<file path="config.mk">
export PLATFORM = sky130hd
export DESIGN_NAME = vram_arbiter_flat
export DESIGN_NICKNAME = d
export VERILOG_FILES = /design/src/rtl/vram_arbiter_if.sv /design/src/rtl/vram_arbiter.sv /design/src/flat_wrapper.sv
export SDC_FILE = /design/constraint.sdc
export NUM_CORES = 1
export LEC_CHECK = 0
export CAP_MARGIN = 20
export CORE_MARGIN = 10
export CORE_UTILIZATION = 35
export DETAILED_ROUTE_END_ITERATION = 7
export GPL_TIMING_DRIVEN = 0
export HOLD_SLACK_MARGIN = 0.05
export PLACE_DENSITY = 0.53
export SLEW_MARGIN = 30
export SYNTH_ARGS = -nofsm -noshare
export SYNTH_HDL_FRONTEND = slang
export SYNTH_SLANG_ARGS = --single-unit
</file>
<file path="constraint.sdc">
create_clock -name clk -period 3.6 [get_ports clk]
set_clock_uncertainty 0.15 [all_clocks]
set_input_delay 0.54 -clock clk [delete_from_list [all_inputs] [get_ports clk]]
set_output_delay 0.54 -clock clk [all_outputs]
set_load 0.02 [all_outputs]
</file>
<file path="src/rtl/vram_arbiter_if.sv">
// Bundle of video timing, host write, clear control and RAM port signals
// shared between the VRAM arbiter and its surroundings.
`timescale 1ns/1ps
interface vram_arbiter_if #(
    parameter int ADDR_W = 15
);
    logic              tick;
    logic              video_on;
    logic [9:0]        pixelx;
    logic [9:0]        pixely;
    logic              wr_valid;
    logic [ADDR_W-1:0] wr_addr;
    logic [7:0]        wr_data;
    logic              wr_ready;
    logic              wr_err;
    logic              clr_req;
    logic [7:0]        clr_color;
    logic              busy;
    logic              clr_done;
    logic [ADDR_W-1:0] mem_addr;
    logic              mem_we;
    logic [7:0]        mem_wdata;
    logic [7:0]        mem_rdata;
    logic [7:0]        pixel_data;

    modport slave (
        input  tick, video_on, pixelx, pixely,
        input  wr_valid, wr_addr, wr_data,
        input  clr_req, clr_color, mem_rdata,
        output wr_ready, wr_err, busy, clr_done,
        output mem_addr, mem_we, mem_wdata, pixel_data
    );

    modport master (
        output tick, video_on, pixelx, pixely,
        output wr_valid, wr_addr, wr_data,
        output clr_req, clr_color, mem_rdata,
        input  wr_ready, wr_err, busy, clr_done,
        input  mem_addr, mem_we, mem_wdata, pixel_data
    );
endinterface

</file>
<file path="src/rtl/vram_arbiter.sv">
// Single-port VRAM arbiter: display reads always win, free cycles go to a
// framebuffer clear or to the buffered host write stream.
`timescale 1ns/1ps
module vram_arbiter #(
    parameter int FB_W            = 160,
    parameter int FB_H            = 120,
    parameter int SCALE_SHIFT     = 2,
    parameter int ADDR_W          = 15,
    parameter int FIFO_DEPTH      = 4,
    parameter int WRITE_IN_ACTIVE = 1
) (
    input logic           clk,
    input logic           reset,
    vram_arbiter_if.slave bus
);

    localparam int                PTR_W   = $clog2(FIFO_DEPTH);
    localparam int                CELLS   = FB_W * FB_H;
    localparam logic [ADDR_W:0]   CELLS_X = (ADDR_W + 1)'(CELLS);
    localparam logic [ADDR_W-1:0] LAST_A  = ADDR_W'(CELLS - 1);
    localparam logic [ADDR_W-1:0] FB_W_A  = ADDR_W'(FB_W);
    localparam logic [PTR_W:0]    DEPTH_C = (PTR_W + 1)'(FIFO_DEPTH);

    typedef enum logic {IDLE, CLEAR} state_t;

    state_t            state, state_nx;
    logic              disp_slot, free_slot;
    logic [ADDR_W-1:0] disp_addr;

    logic [ADDR_W-1:0] fifo_addr [FIFO_DEPTH];
    logic [7:0]        fifo_data [FIFO_DEPTH];
    logic [PTR_W-1:0]  rd_ptr, wr_ptr;
    logic [PTR_W:0]    count;
    logic              full, empty, push, pop, head_in_range;

    logic [ADDR_W-1:0] clr_ptr;
    logic [7:0]        clr_color_q;
    logic              clr_grant;

    logic [ADDR_W-1:0] mem_addr_p1;
    logic              mem_we_p1;
    logic [7:0]        mem_wdata_p1;
    logic              wr_err_p1, clr_done_p1;
    logic              vld_p1, rd_p1, vld_p2, rd_p2;
    logic [7:0]        pixel_p3;

    assign disp_slot = bus.tick & bus.video_on;
    assign free_slot = ~disp_slot;
    assign disp_addr = ADDR_W'(bus.pixely >> SCALE_SHIFT) * FB_W_A
                     + ADDR_W'(bus.pixelx >> SCALE_SHIFT);

    assign full          = (count == DEPTH_C);
    assign empty         = (count == '0);
    assign push          = bus.wr_valid & ~full;
    assign head_in_range = ({1'b0, fifo_addr[rd_ptr]} < CELLS_X);

    always_comb begin
        state_nx  = state;
        clr_grant = 1'b0;
        pop       = 1'b0;
        case (state)
            IDLE: begin
                pop = free_slot & ~empty & ((WRITE_IN_ACTIVE != 0) | ~bus.video_on);
                if (bus.clr_req) state_nx = CLEAR;
            end
            CLEAR: begin
                clr_grant = free_slot;
                if (free_slot && clr_ptr == LAST_A) state_nx = IDLE;
            end
            default: state_nx = IDLE;
        endcase
    end

    always_ff @(posedge clk or posedge reset) begin
        if (reset) state <= IDLE;
        else       state <= state_nx;
    end

    always_ff @(posedge clk) begin
        if (push) begin
            fifo_addr[wr_ptr] <= bus.wr_addr;
            fifo_data[wr_ptr] <= bus.wr_data;
        end
    end

    always_ff @(posedge clk or posedge reset) begin
        if (reset) begin
            rd_ptr       <= '0;
            wr_ptr       <= '0;
            count        <= '0;
            clr_ptr      <= '0;
            clr_color_q  <= '0;
            mem_addr_p1  <= '0;
            mem_we_p1    <= 1'b0;
            mem_wdata_p1 <= '0;
            wr_err_p1    <= 1'b0;
            clr_done_p1  <= 1'b0;
            vld_p1       <= 1'b0;
            rd_p1        <= 1'b0;
            vld_p2       <= 1'b0;
            rd_p2        <= 1'b0;
            pixel_p3     <= '0;
        end else begin
            if (push) wr_ptr <= wr_ptr + 1'b1;
            if (pop)  rd_ptr <= rd_ptr + 1'b1;
            case ({push, pop})
                2'b10:   count <= count + 1'b1;
                2'b01:   count <= count - 1'b1;
                default: count <= count;
            endcase

            if (state == IDLE && bus.clr_req) begin
                clr_ptr     <= '0;
                clr_color_q <= bus.clr_color;
            end else if (clr_grant) begin
                clr_ptr <= clr_ptr + 1'b1;
            end

            // stage p1: memory command; address/data hold when nothing is granted
            mem_we_p1   <= 1'b0;
            wr_err_p1   <= 1'b0;
            clr_done_p1 <= 1'b0;
            if (disp_slot) begin
                mem_addr_p1 <= disp_addr;
            end else if (clr_grant) begin
                mem_we_p1    <= 1'b1;
                mem_addr_p1  <= clr_ptr;
                mem_wdata_p1 <= clr_color_q;
                clr_done_p1  <= (clr_ptr == LAST_A);
            end else if (pop) begin
                if (head_in_range) begin
                    mem_we_p1    <= 1'b1;
                    mem_addr_p1  <= fifo_addr[rd_ptr];
                    mem_wdata_p1 <= fifo_data[rd_ptr];
                end else begin
                    wr_err_p1 <= 1'b1;
                end
            end
            vld_p1 <= bus.tick;
            rd_p1  <= bus.video_on;

            // stage p2: RAM data returns for the read issued in p1
            vld_p2 <= vld_p1;
            rd_p2  <= rd_p1;

            // stage p3: pixel register, blanked ticks load zero
            if (vld_p2) pixel_p3 <= rd_p2 ? bus.mem_rdata : 8'h00;
        end
    end

    assign bus.wr_ready   = ~full;
    assign bus.wr_err     = wr_err_p1;
    assign bus.busy       = (state == CLEAR);
    assign bus.clr_done   = clr_done_p1;
    assign bus.mem_addr   = mem_addr_p1;
    assign bus.mem_we     = mem_we_p1;
    assign bus.mem_wdata  = mem_wdata_p1;
    assign bus.pixel_data = pixel_p3;

endmodule
</file>
<file path="src/flat_wrapper.sv">
// flat-port wrapper written by rule: the top's interface ports become plain ports
module vram_arbiter_flat 
#(
    parameter int FB_W            = 160,
    parameter int FB_H            = 120,
    parameter int SCALE_SHIFT     = 2,
    parameter int ADDR_W          = 15,
    parameter int FIFO_DEPTH      = 4,
    parameter int WRITE_IN_ACTIVE = 1
)
  (clk, reset, bus_tick, bus_video_on, bus_pixelx, bus_pixely, bus_wr_valid, bus_wr_addr, bus_wr_data, bus_clr_req, bus_clr_color, bus_mem_rdata, bus_wr_ready, bus_wr_err, bus_busy, bus_clr_done, bus_mem_addr, bus_mem_we, bus_mem_wdata, bus_pixel_data);
  vram_arbiter_if #(.ADDR_W(ADDR_W)) bus_i ();
  input logic clk;
  input logic reset;
  input wire logic [$bits(bus_i.tick)-1:0] bus_tick;
  input wire logic [$bits(bus_i.video_on)-1:0] bus_video_on;
  input wire logic [$bits(bus_i.pixelx)-1:0] bus_pixelx;
  input wire logic [$bits(bus_i.pixely)-1:0] bus_pixely;
  input wire logic [$bits(bus_i.wr_valid)-1:0] bus_wr_valid;
  input wire logic [$bits(bus_i.wr_addr)-1:0] bus_wr_addr;
  input wire logic [$bits(bus_i.wr_data)-1:0] bus_wr_data;
  input wire logic [$bits(bus_i.clr_req)-1:0] bus_clr_req;
  input wire logic [$bits(bus_i.clr_color)-1:0] bus_clr_color;
  input wire logic [$bits(bus_i.mem_rdata)-1:0] bus_mem_rdata;
  output wire logic [$bits(bus_i.wr_ready)-1:0] bus_wr_ready;
  output wire logic [$bits(bus_i.wr_err)-1:0] bus_wr_err;
  output wire logic [$bits(bus_i.busy)-1:0] bus_busy;
  output wire logic [$bits(bus_i.clr_done)-1:0] bus_clr_done;
  output wire logic [$bits(bus_i.mem_addr)-1:0] bus_mem_addr;
  output wire logic [$bits(bus_i.mem_we)-1:0] bus_mem_we;
  output wire logic [$bits(bus_i.mem_wdata)-1:0] bus_mem_wdata;
  output wire logic [$bits(bus_i.pixel_data)-1:0] bus_pixel_data;
  assign bus_i.tick = bus_tick;
  assign bus_i.video_on = bus_video_on;
  assign bus_i.pixelx = bus_pixelx;
  assign bus_i.pixely = bus_pixely;
  assign bus_i.wr_valid = bus_wr_valid;
  assign bus_i.wr_addr = bus_wr_addr;
  assign bus_i.wr_data = bus_wr_data;
  assign bus_i.clr_req = bus_clr_req;
  assign bus_i.clr_color = bus_clr_color;
  assign bus_i.mem_rdata = bus_mem_rdata;
  assign bus_wr_ready = bus_i.wr_ready;
  assign bus_wr_err = bus_i.wr_err;
  assign bus_busy = bus_i.busy;
  assign bus_clr_done = bus_i.clr_done;
  assign bus_mem_addr = bus_i.mem_addr;
  assign bus_mem_we = bus_i.mem_we;
  assign bus_mem_wdata = bus_i.mem_wdata;
  assign bus_pixel_data = bus_i.pixel_data;
  vram_arbiter #(.FB_W(FB_W), .FB_H(FB_H), .SCALE_SHIFT(SCALE_SHIFT), .ADDR_W(ADDR_W), .FIFO_DEPTH(FIFO_DEPTH), .WRITE_IN_ACTIVE(WRITE_IN_ACTIVE)) u_core (.clk(clk), .reset(reset), .bus(bus_i));
endmodule
</file>
Word-level counts from Yosys, hierarchy flattened
Memories as Yosys holds them, arrays and structs flattened.
Index checks and enable logic that the tools add are counted.
{ "totals": {"reg_bits": 69, "mem_bits_rw": 92, "input_bits": 65, "output_inout_bits": 36, "wordCells": 76, "n_memories": 2} }
{ "classes": {"add_sub_neg": 6, "multipliers": 1, "order_cmp": 1, "eq_ne": 4, "muxes": 28, "bitwise_logic": 7, "n_reduce_logical": 11} }
{ "mem_list": {"columns": ["memory", "words", "word_bits", "rd", "rd_clocked_by_memory_dff", "wr", "line", "source"], "rows": [
  ["u_core.fifo_addr", 4, 15, 1, 0, 1, "vram_arbiter.sv:30", "logic [ADDR_W-1:0] fifo_addr [FIFO_DEPTH];"],
  ["u_core.fifo_data", 4, 8, 1, 0, 1, "vram_arbiter.sv:31", "logic [7:0] fifo_data [FIFO_DEPTH];"]
]} }
{ "op_table": {"columns": ["cell", "count"], "rows": [
  ["two-way mux 15 bit", 6],
  ["two-way mux 8 bit", 4],
  ["two-way mux 1 bit", 16],
  ["adder 15 x 1 -> 15 bit, second input constant", 1],
  ["adder 15 x 8 -> 15 bit", 1],
  ["equality test 15 bit, second input constant", 1],
  ["less-than comparator 15 bit, second input constant", 1],
  ["multiplier 8 x 3 -> 10 bit, second input constant", 1],
  ["nonzero test 2 bit", 4],
  ["case mux 3 bit (2 select lines)", 1],
  ["nonzero test 3 bit", 2],
  ["adder 2 x 1 -> 2 bit, second input constant", 2],
  ["inverter 1 bit", 4],
  ["adder 3 x 1 -> 3 bit, second input constant", 1],
  ["bitwise AND 1 bit", 3],
  ["equality test 3 bit, second input constant", 1],
  ["logical NOT 3 bit", 1],
  ["AND reduction 3 bit", 1],
  ["subtractor 3 x 1 -> 3 bit, second input constant", 1],
  ["equality test 2 x 1 -> 1 bit, second input constant", 1],
  ["equality test 2 bit, second input constant", 1],
  ["logical AND 1 bit", 2],
  ["case mux 1 bit (2 select lines)", 1],
  ["AND reduction 2 bit", 1]
]} }

Depth between registers and ports, before layout
Gate-level depths: netlist (run 1).
{ "depth": {"depth_word": 7, "mapped_depth": 10, "ltp_nobuf": 10} }

Least setup slack after synthesis (run 1)
OpenSTA, ideal clock, no wires.
{ "synth_path": {"path_kind": "input to register", "start": "input port bus_pixely[3]", "end": "register u_core.mem_addr_p1[14], in the netlist u_core.bus.mem_addr[14]", "setup_time_ns": 0.137, "t_arrival_ns": 2.497, "t_required_ns": 3.313, "slack_ns": 0.816, "path_stages": 10, "path_buffers": 0, "cell_sequence": "ha_1 ha_1 inv_1 fa_1 nor2b_1 o311a_1 or4b_2 nand3_1 xor2_1 o21ai_0"} }
{ "synth_between": {"elab_chain_len": 3} }
{ "synth_lines": {"columns": ["element", "line", "source"], "rows": [
  ["start, declared", "flat_wrapper.sv:18", "input wire logic [$bits(bus_i.pixely)-1:0] bus_pixely;"],
  ["multiplier 8 x 3 -> 10 bit", "vram_arbiter.sv:49", "assign disp_addr = ADDR_W'(bus.pixely >> SCALE_SHIFT) * FB_W_A"],
  ["adder 15 x 8 -> 15 bit", "vram_arbiter.sv:50", "+ ADDR_W'(bus.pixelx >> SCALE_SHIFT);"],
  ["two-way mux 15 bit", "vram_arbiter.sv:123", "if (disp_slot) begin"],
  ["end signal, assigned", "vram_arbiter.sv:124", "mem_addr_p1 <= disp_addr;"],
  ["end signal, assigned", "vram_arbiter.sv:127", "mem_addr_p1 <= clr_ptr;"],
  ["end signal, assigned", "vram_arbiter.sv:133", "mem_addr_p1 <= fifo_addr[rd_ptr];"],
  ["end, declared", "vram_arbiter.sv:40", "logic [ADDR_W-1:0] mem_addr_p1;"]
]} }
Every way passes these cells.
A chain may end at the register's enable or synchronous reset.

Worst setup path after layout (run 1)
{ "layout_path": {"start": "register u_core.rd_ptr[1]", "end": "register u_core.mem_addr_p1[1], in the netlist u_core.bus.mem_addr[1]"} }
{ "layout_between": {"elab_chain_len": 5, "elab_cells_between_ends": 8, "classes_between": "1 x order compare; 4 x mux; 2 x reduce/logical; 1 x memory"} }
{ "layout_lines": {"columns": ["element", "line", "source"], "rows": [
  ["start, declared", "vram_arbiter.sv:32", "logic [PTR_W-1:0] rd_ptr, wr_ptr;"],
  ["start signal, assigned", "vram_arbiter.sv:105", "if (pop) rd_ptr <= rd_ptr + 1'b1;"],
  ["memory read (4 x 15 bit) *", null, null],
  ["branches (longest 4 deep; another with less-than comparator 15 bit)", null, null]
]} }
Mark *: on every way between the ends. The select of a mux whose other input is x is not followed.

==> flow_metrics.py, run 1 <==
metrics = {
    "outcome": {
        "status": "finished clean",
    },
    "critical_path": {
        "path_buf_inv": 2,
        "cp-end-kind": "flip-flop",
        "cpMaxStageDelayCell": "clkbuf_1",
        "cp.arrival_ns": 3.20,
        "cpLargestDelayFamily": "compound AO/OA/AOI/OAI gates",
        "worstPathMaxFanout": 10,
        "critPathKind": "reg -> reg",
        "cp-startpoint": "u_core.rd_ptr[1]",
        "cp.required_ns": 3.75,
        "start_kind": "flip-flop",
        "reg2reg_from": "u_core.rd_ptr[1]",
        "critPathMaxStageDelay_ns": 0.60,
        "cp_cell_sequence": "clkbuf_1 -> mux4_2 -> a21o_1 -> a211o_1 -> nor2b_4 -> buf_6 -> a211oi_1 -> o21ai_1",
    },
    "timing": {
        "fin_crit_sh": 0.848,
        "layout_setup_ws_ns": 0.547,
        "maxSlewHeadroom": 0.450,
        "rsz0062_at_grt": "false",
        "fin_crit_ns": 3.05,
        "fmax_mhz": 328,
        "tightest_slew_ns": 0.825,
        "hold_violations": 0,
        "setup_viol": 0,
        "slew_viol_final": 0,
    },
    "synthesis": {
        "yosysWarnings": 0,
        "synth-seq-area-share": 0.635,
        "synthDistinctLibCells": 51,
        "synth_top_area_share": 0.391,
        "yosysTopAreaCell": "edfxtp_1",
        "synthesis.nets": 613,
        "synthTopCellsByCount": "92 x edfxtp_1, 69 x dfrtp_1, 63 x nand2_1",
        "yosysMostFrequentCell": "edfxtp_1",
        "synth-async-reset-ratio": 0.429,
        "synth-seq-cells": 161,
        "yosys-top-cells-area": "edfxtp_1 39%, dfrtp_1 24%, mux4_2 7.3%",
        "syn-cell-area_um2": 7070,
        "avgSynthCellArea_um2": 13.5,
        "syn-instance-count": 524,
        "synth-edff-count": 92,
        "synth_ff_type": "edfxtp_1",
    },
    "worst_hold_path": {
        "min_from": "u_core.vld_p1",
        "min_path_type": "reg -> reg",
    },
    "placement": {
        "finalWeightedCongestion": 0.812,
        "post-place-ws_ns": 0.0982,
        "hpwl_mm": 12.4,
        "portBuffers": 96,
        "placed_cells": 886,
    },
    "final_layout": {
        "drive_gt1_frac": 0.115,
        "diodes": 0,
        "nNetsFinal": 729,
        "area_growth_pct": 27.0,
        "fin_cells": 918,
    },
    "floorplan": {
        "io_pins": 101,
        "initial_utilization": 0.360,
        "die_w_um": 162,
        "core_area_um2": 19700,
        "die_area_um2": 26300,
        "die_h_um": 162,
        "rows": 51,
    },
    "route": {
        "viasPerCell": 4.93,
        "drcViolationCount": 0,
        "wl_per_cell_um": 18.3,
        "wl_mm": 16.8,
        "vias": 4529,
        "firstDrtPassIters": 4,
        "first_iter_violations": 274,
        "final_antenna_net_count": 0,
    },
    "pwr": {
        "p_per_area_nw_per_um2": 656,
        "p_leak_uw": 0.00343,
        "ir_drop_uv": 340,
    },
    "grt": {
        "antenna_found_initial": 0,
        "grt_usage": 0.131,
        "grt_pass1_vias": 4858,
        "grt_max_degree": 36,
        "grt_overflow": 0,
        "grt_pass1_wl_mm": 26.7,
    },
    "clock_network": {
        "numCtsBuffers": 17,
        "cts_hold_buf": 0,
        "cts_max_level": 4,
        "cts_tree": "built",
        "insertion_delay_ns": 0.42,
        "clockRootBuffer": "clkbuf_16",
        "clk_pin_slew_worst_paths_ns": 0.07,
        "clock-sinks": 161,
        "cts.path.max_buffers": 2,
        "post_cts_buffers": 0,
        "cts_resized": 0,
    },
    "flow_run": {
        "drv_cap": 0,
    },
}
-- cell families (layout without fill, tap and decap cells) --
| kind of cell | after synthesis | in the layout | synth area share |
|---|---|---|---|
| AOI/OAI and AO/OA | 85 | 85 | 0.0781 |
| buffers and inverters | 41 | 170 | 0.0251 |
| and+or+nand+nor | 167 | 167 | 0.113 |
| xor gates and xnor gates | 18 | 18 | 0.0223 |
| muxes | 28 | 28 | 0.0805 |
| adders and majority gates | 24 | 24 | 0.0457 |
| DFF | 161 | 161 | 0.635 |
-- path summary, 6_finish.rpt --
check,slack [ns],cells after the start,to
worst max-delay path,0.55,8,u_core.bus.mem_addr[1]
worst min-delay path,0.20,0,u_core.vld_p2
worst max register to register,0.55,8,u_core.bus.mem_addr[1]
worst min register to register,0.20,0,u_core.vld_p2
max in group asynchronous,2.40,3,u_core.bus.mem_wdata[3]
min in group asynchronous,0.34,2,u_core.clr_ptr[5]
-- area by class of cell --
type / count / area (um2)
Sequential cell: 161 / 4490
Tap cell: 265 / 332
Multi-Input combinational cell: 322 / 2410
Inverter: 21 / 81.3
Timing Repair Buffer: 97 / 981
Fill cell: 1799 / 10700
Clock inverter: 15 / 164
Clock buffer: 17 / 425
Buffer: 20 / 98.8
-- placed cells by master, fill, tap and decap left out, drive strengths merged, types with 3 or more instances in the layout --
cell           instances
a211oi                10
a21o                   3
and2                   6
and3                   8
and4                   3
buf                    7
clkbuf                31
clkdlybuf4s50         96
clkinv                 4
dfrtp                 69
edfxtp                92
fa                     3
ha                    21
inv                   30
mux2i                  4
mux4                  23
nand2                 63
nand2b                 3
nand3                 19
nand4                  4
nor2                  36
nor2b                 16
o21ai                 40
o22ai                 13
xnor2                  8
xor2                  10
-- power breakdown --
group	internal (uW)	switching (uW)
sequential	2340	173
clock	932	822
combinational	752	869
-- layer usage --
| layer | part of all wire | global-route usage |
|---|---|---|
| met1 | 0.45 | 0.162 |
| met2 | 0.49 | 0.217 |
| met3 | 0.042 | 0.0349 |
| met4 | 0.012 | 0.0426 |
| met5 | 0 | 0 |
-- registers in the layout (all words and copies together), names as in the netlist, 3 cells and up --
signal and count:
u_core.fifo_addr 60, u_core.fifo_data 32, u_core.bus.mem_addr 15, u_core.clr_ptr 15, u_core.bus.mem_wdata 8, u_core.bus.pixel_data 8, u_core.clr_color_q 8, u_core.count 3
-- per-stage QoR --
| step | util | total power, uW | TNS, ns | hold slack, ns | instance area, um2 |
|---|---|---|---|---|---|
| final | 0.457 | 5890 | 0 | 0.200 | 8980 |
| after global routing | 0.457 | 6220 | 0 | 0.210 | 8980 |
| after CTS | 0.457 | 5960 | 0 | 0.202 | 8980 |
| after detailed placement | 0.427 | 4210 | 0 | 0.187 | 8390 |
| after global placement | 0.425 | 4140 | -2.91 | 0.184 | 8360 |
| after floorplan | - | 3560 | 0 | 0.181 | 7070 |
-- worst reg2reg max path, delay by kind of cell, from the launching register on --
family                 cells  cell delay, ns
AOI/OAI and AO/OA          4            0.90
buffers and inverters      2            0.77
DFF                        1            0.51
muxes                      1            0.44
and+or+nand+nor            1            0.15
(Power assumes the default switching activity.)
==> run 2, diff against run 1 <==
- PLACE_DENSITY: 0.53 -> 0.55
- clock period: 3.6 -> 2.7 ns (I/O delays scaled with it)
==> flow_metrics.py, run 2 (synthesis results as in run 1) <==
metrics = {
    "outcome": {
        "status": "finished clean",
    },
    "clock_network": {
        "insertion_delay_ns": 0.42,
        "numCtsBuffers": 17,
        "clock-sinks": 161,
        "clockRootBuffer": "clkbuf_16",
        "cts.path.max_buffers": 2,
        "clk_pin_slew_worst_paths_ns": 0.06,
        "cts_max_level": 4,
        "cts_hold_buf": 0,
        "cts_tree": "built",
    },
    "timing": {
        "setup_viol": 0,
        "rsz0062_at_grt": "false",
        "fin_crit_ns": 2.61,
        "hold_violations": 0,
        "fmax_mhz": 383,
        "slew_viol_final": 0,
        "tightest_slew_ns": 0.854,
        "whs_ns": 0.153,
        "layout_setup_ws_ns": 0.0908,
        "maxSlewHeadroom": 0.431,
        "fin_crit_sh": 0.966,
    },
    "grt": {
        "grt_overflow": 0,
        "antenna_found_initial": 0,
        "grt_usage": 0.131,
        "grt_max_degree": 47,
        "grt_pass1_wl_mm": 26.7,
        "grt_pass1_vias": 4852,
    },
    "pwr": {
        "clkPwrFrac": 0.287,
        "totalPowerFinal_uw": 7970,
        "combPwrFrac": 0.292,
        "power.switching_uw": 2430,
        "ir_drop_uv": 491,
        "power_frac_seq": 0.421,
        "sw_frac_of_total": 0.305,
        "p_leak_uw": 0.00351,
        "p_per_area_nw_per_um2": 871,
        "p_int_uw": 5540,
    },
    "final_layout": {
        "largest_reg_flops": 60,
        "drive_gt1_frac": 0.153,
        "layout_commonest_cell": "edfxtp_1",
        "layout_common_cells": "92 x edfxtp_1, 90 x clkdlybuf4s50_1, 67 x dfrtp_1",
        "largest-register": "u_core.fifo_addr",
        "fillers": 1795,
        "nNetsFinal": 735,
        "diodes": 0,
        "area_growth_pct": 29.4,
        "fin_cells": 923,
        "reg.largest.list": "u_core.fifo_addr x60, u_core.fifo_data x32",
        "postLayoutCellArea_um2": 9150,
    },
    "route": {
        "first_iter_violations": 358,
        "viasPerCell": 4.99,
        "wl_mm": 17.0,
        "firstDrtPassIters": 4,
        "vias": 4608,
        "wl_per_cell_um": 18.4,
        "drcViolationCount": 0,
        "final_antenna_net_count": 0,
    },
    "critical_path": {
        "cpMaxStageDelayCell": "or4b_2",
        "cp-end-kind": "flip-flop",
        "cp.required_ns": 2.83,
        "cp_cell_sequence": "clkdlybuf4s50_1 -> ha_1 -> ha_4 -> or2_2 -> o311a_1 -> or4b_2 -> nand3_2 -> xor2_1 -> o21ai_0",
        "cp.arrival_ns": 2.74,
        "critPathMaxStageDelay_ns": 0.62,
        "start_kind": "input port",
        "path_buf_inv": 1,
        "worstPathMaxFanout": 3,
        "critPathKind": "in -> reg",
        "cpLargestDelayFamily": "simple AND/OR/NAND/NOR gates",
    },
    "placement": {
        "hpwl_mm": 12.3,
        "portBuffers": 96,
        "finalWeightedCongestion": 0.836,
        "placed_cells": 886,
        "post-place-ws_ns": -0.606,
        "place_area_um2": 8400,
    },
    "floorplan": {
        "die_area_um2": 26300,
        "io_pins": 101,
        "die_w_um": 162,
        "core_area_um2": 19700,
        "initial_utilization": 0.360,
        "die_h_um": 162,
        "rows": 51,
    },
    "flow_run": {
        "drv_cap": 0,
    },
    "worst_hold_path": {
        "min_path_type": "in -> async",
    },
}
run 2: path summary, 6_finish.rpt:
| check | start | to | slack, ns | cells past startpoint |
|---|---|---|---|---|
| worst max register to register | u_core.rd_ptr[0] | u_core.bus.mem_addr[10] | 0.09 | 9 |
| worst max-delay path | bus_pixely[8] | u_core.bus.mem_addr[14] | 0.09 | 9 |
| min in group clk | u_core.vld_p1 | u_core.vld_p2 | 0.20 | 0 |
| max in group asynchronous | reset | u_core.bus.busy | 1.71 | 3 |
| worst min-delay path | reset | u_core.bus.mem_addr[4] | 0.15 | 2 |
| worst min register to register | u_core.vld_p1 | u_core.vld_p2 | 0.20 | 0 |
run 2: per-layer routing:
metal  wire length [um]  up-vias  part of all wire  global-route usage
met5                  0        -                 0                   0
met4                314        0             0.018              0.0571
met3                748       16             0.044              0.0308
met2               8480      109              0.50               0.215
met1               7470     2319              0.44               0.163
li1                   -     2164                 -                   -
run 2: power groups by stage:
stage	logic, uW	registers, uW	clock network (uW)
floorplan	1310	3440	0
global placement	2130	3380	0
detailed placement	2200	3390	0
CTS	2300	3350	2330
global route	2540	3400	2430
finish	2320	3360	2290
run 2: final cells by class:
cell class,count,area [um2],share of cell area
Clock inverter,14,133,0.0145
Buffer,19,118,0.0129
Timing Repair Buffer,104,1050,0.115
Sequential cell,161,4490,0.491
Clock buffer,17,425,0.0465
Inverter,21,81.3,0.00889
Tap cell,265,332,0.0362
Multi-Input combinational cell,322,2520,0.275
run 2: what timing repair did:
item | in CTS | in global routing
setup buffers | 3 | 4
pin swaps | 1 | 7
endpoints found under the setup margin | 26 | 11
gates resized for setup | 16 | 21
run 2: through the flow:
step	util	TNS, ns
2_1_floorplan	-	0
5_1_grt	0.466	0
3_5_place_dp	0.427	-7.61
4_1_cts	0.460	0
6_report	0.466	0
3_3_place_gp	0.425	-59.83
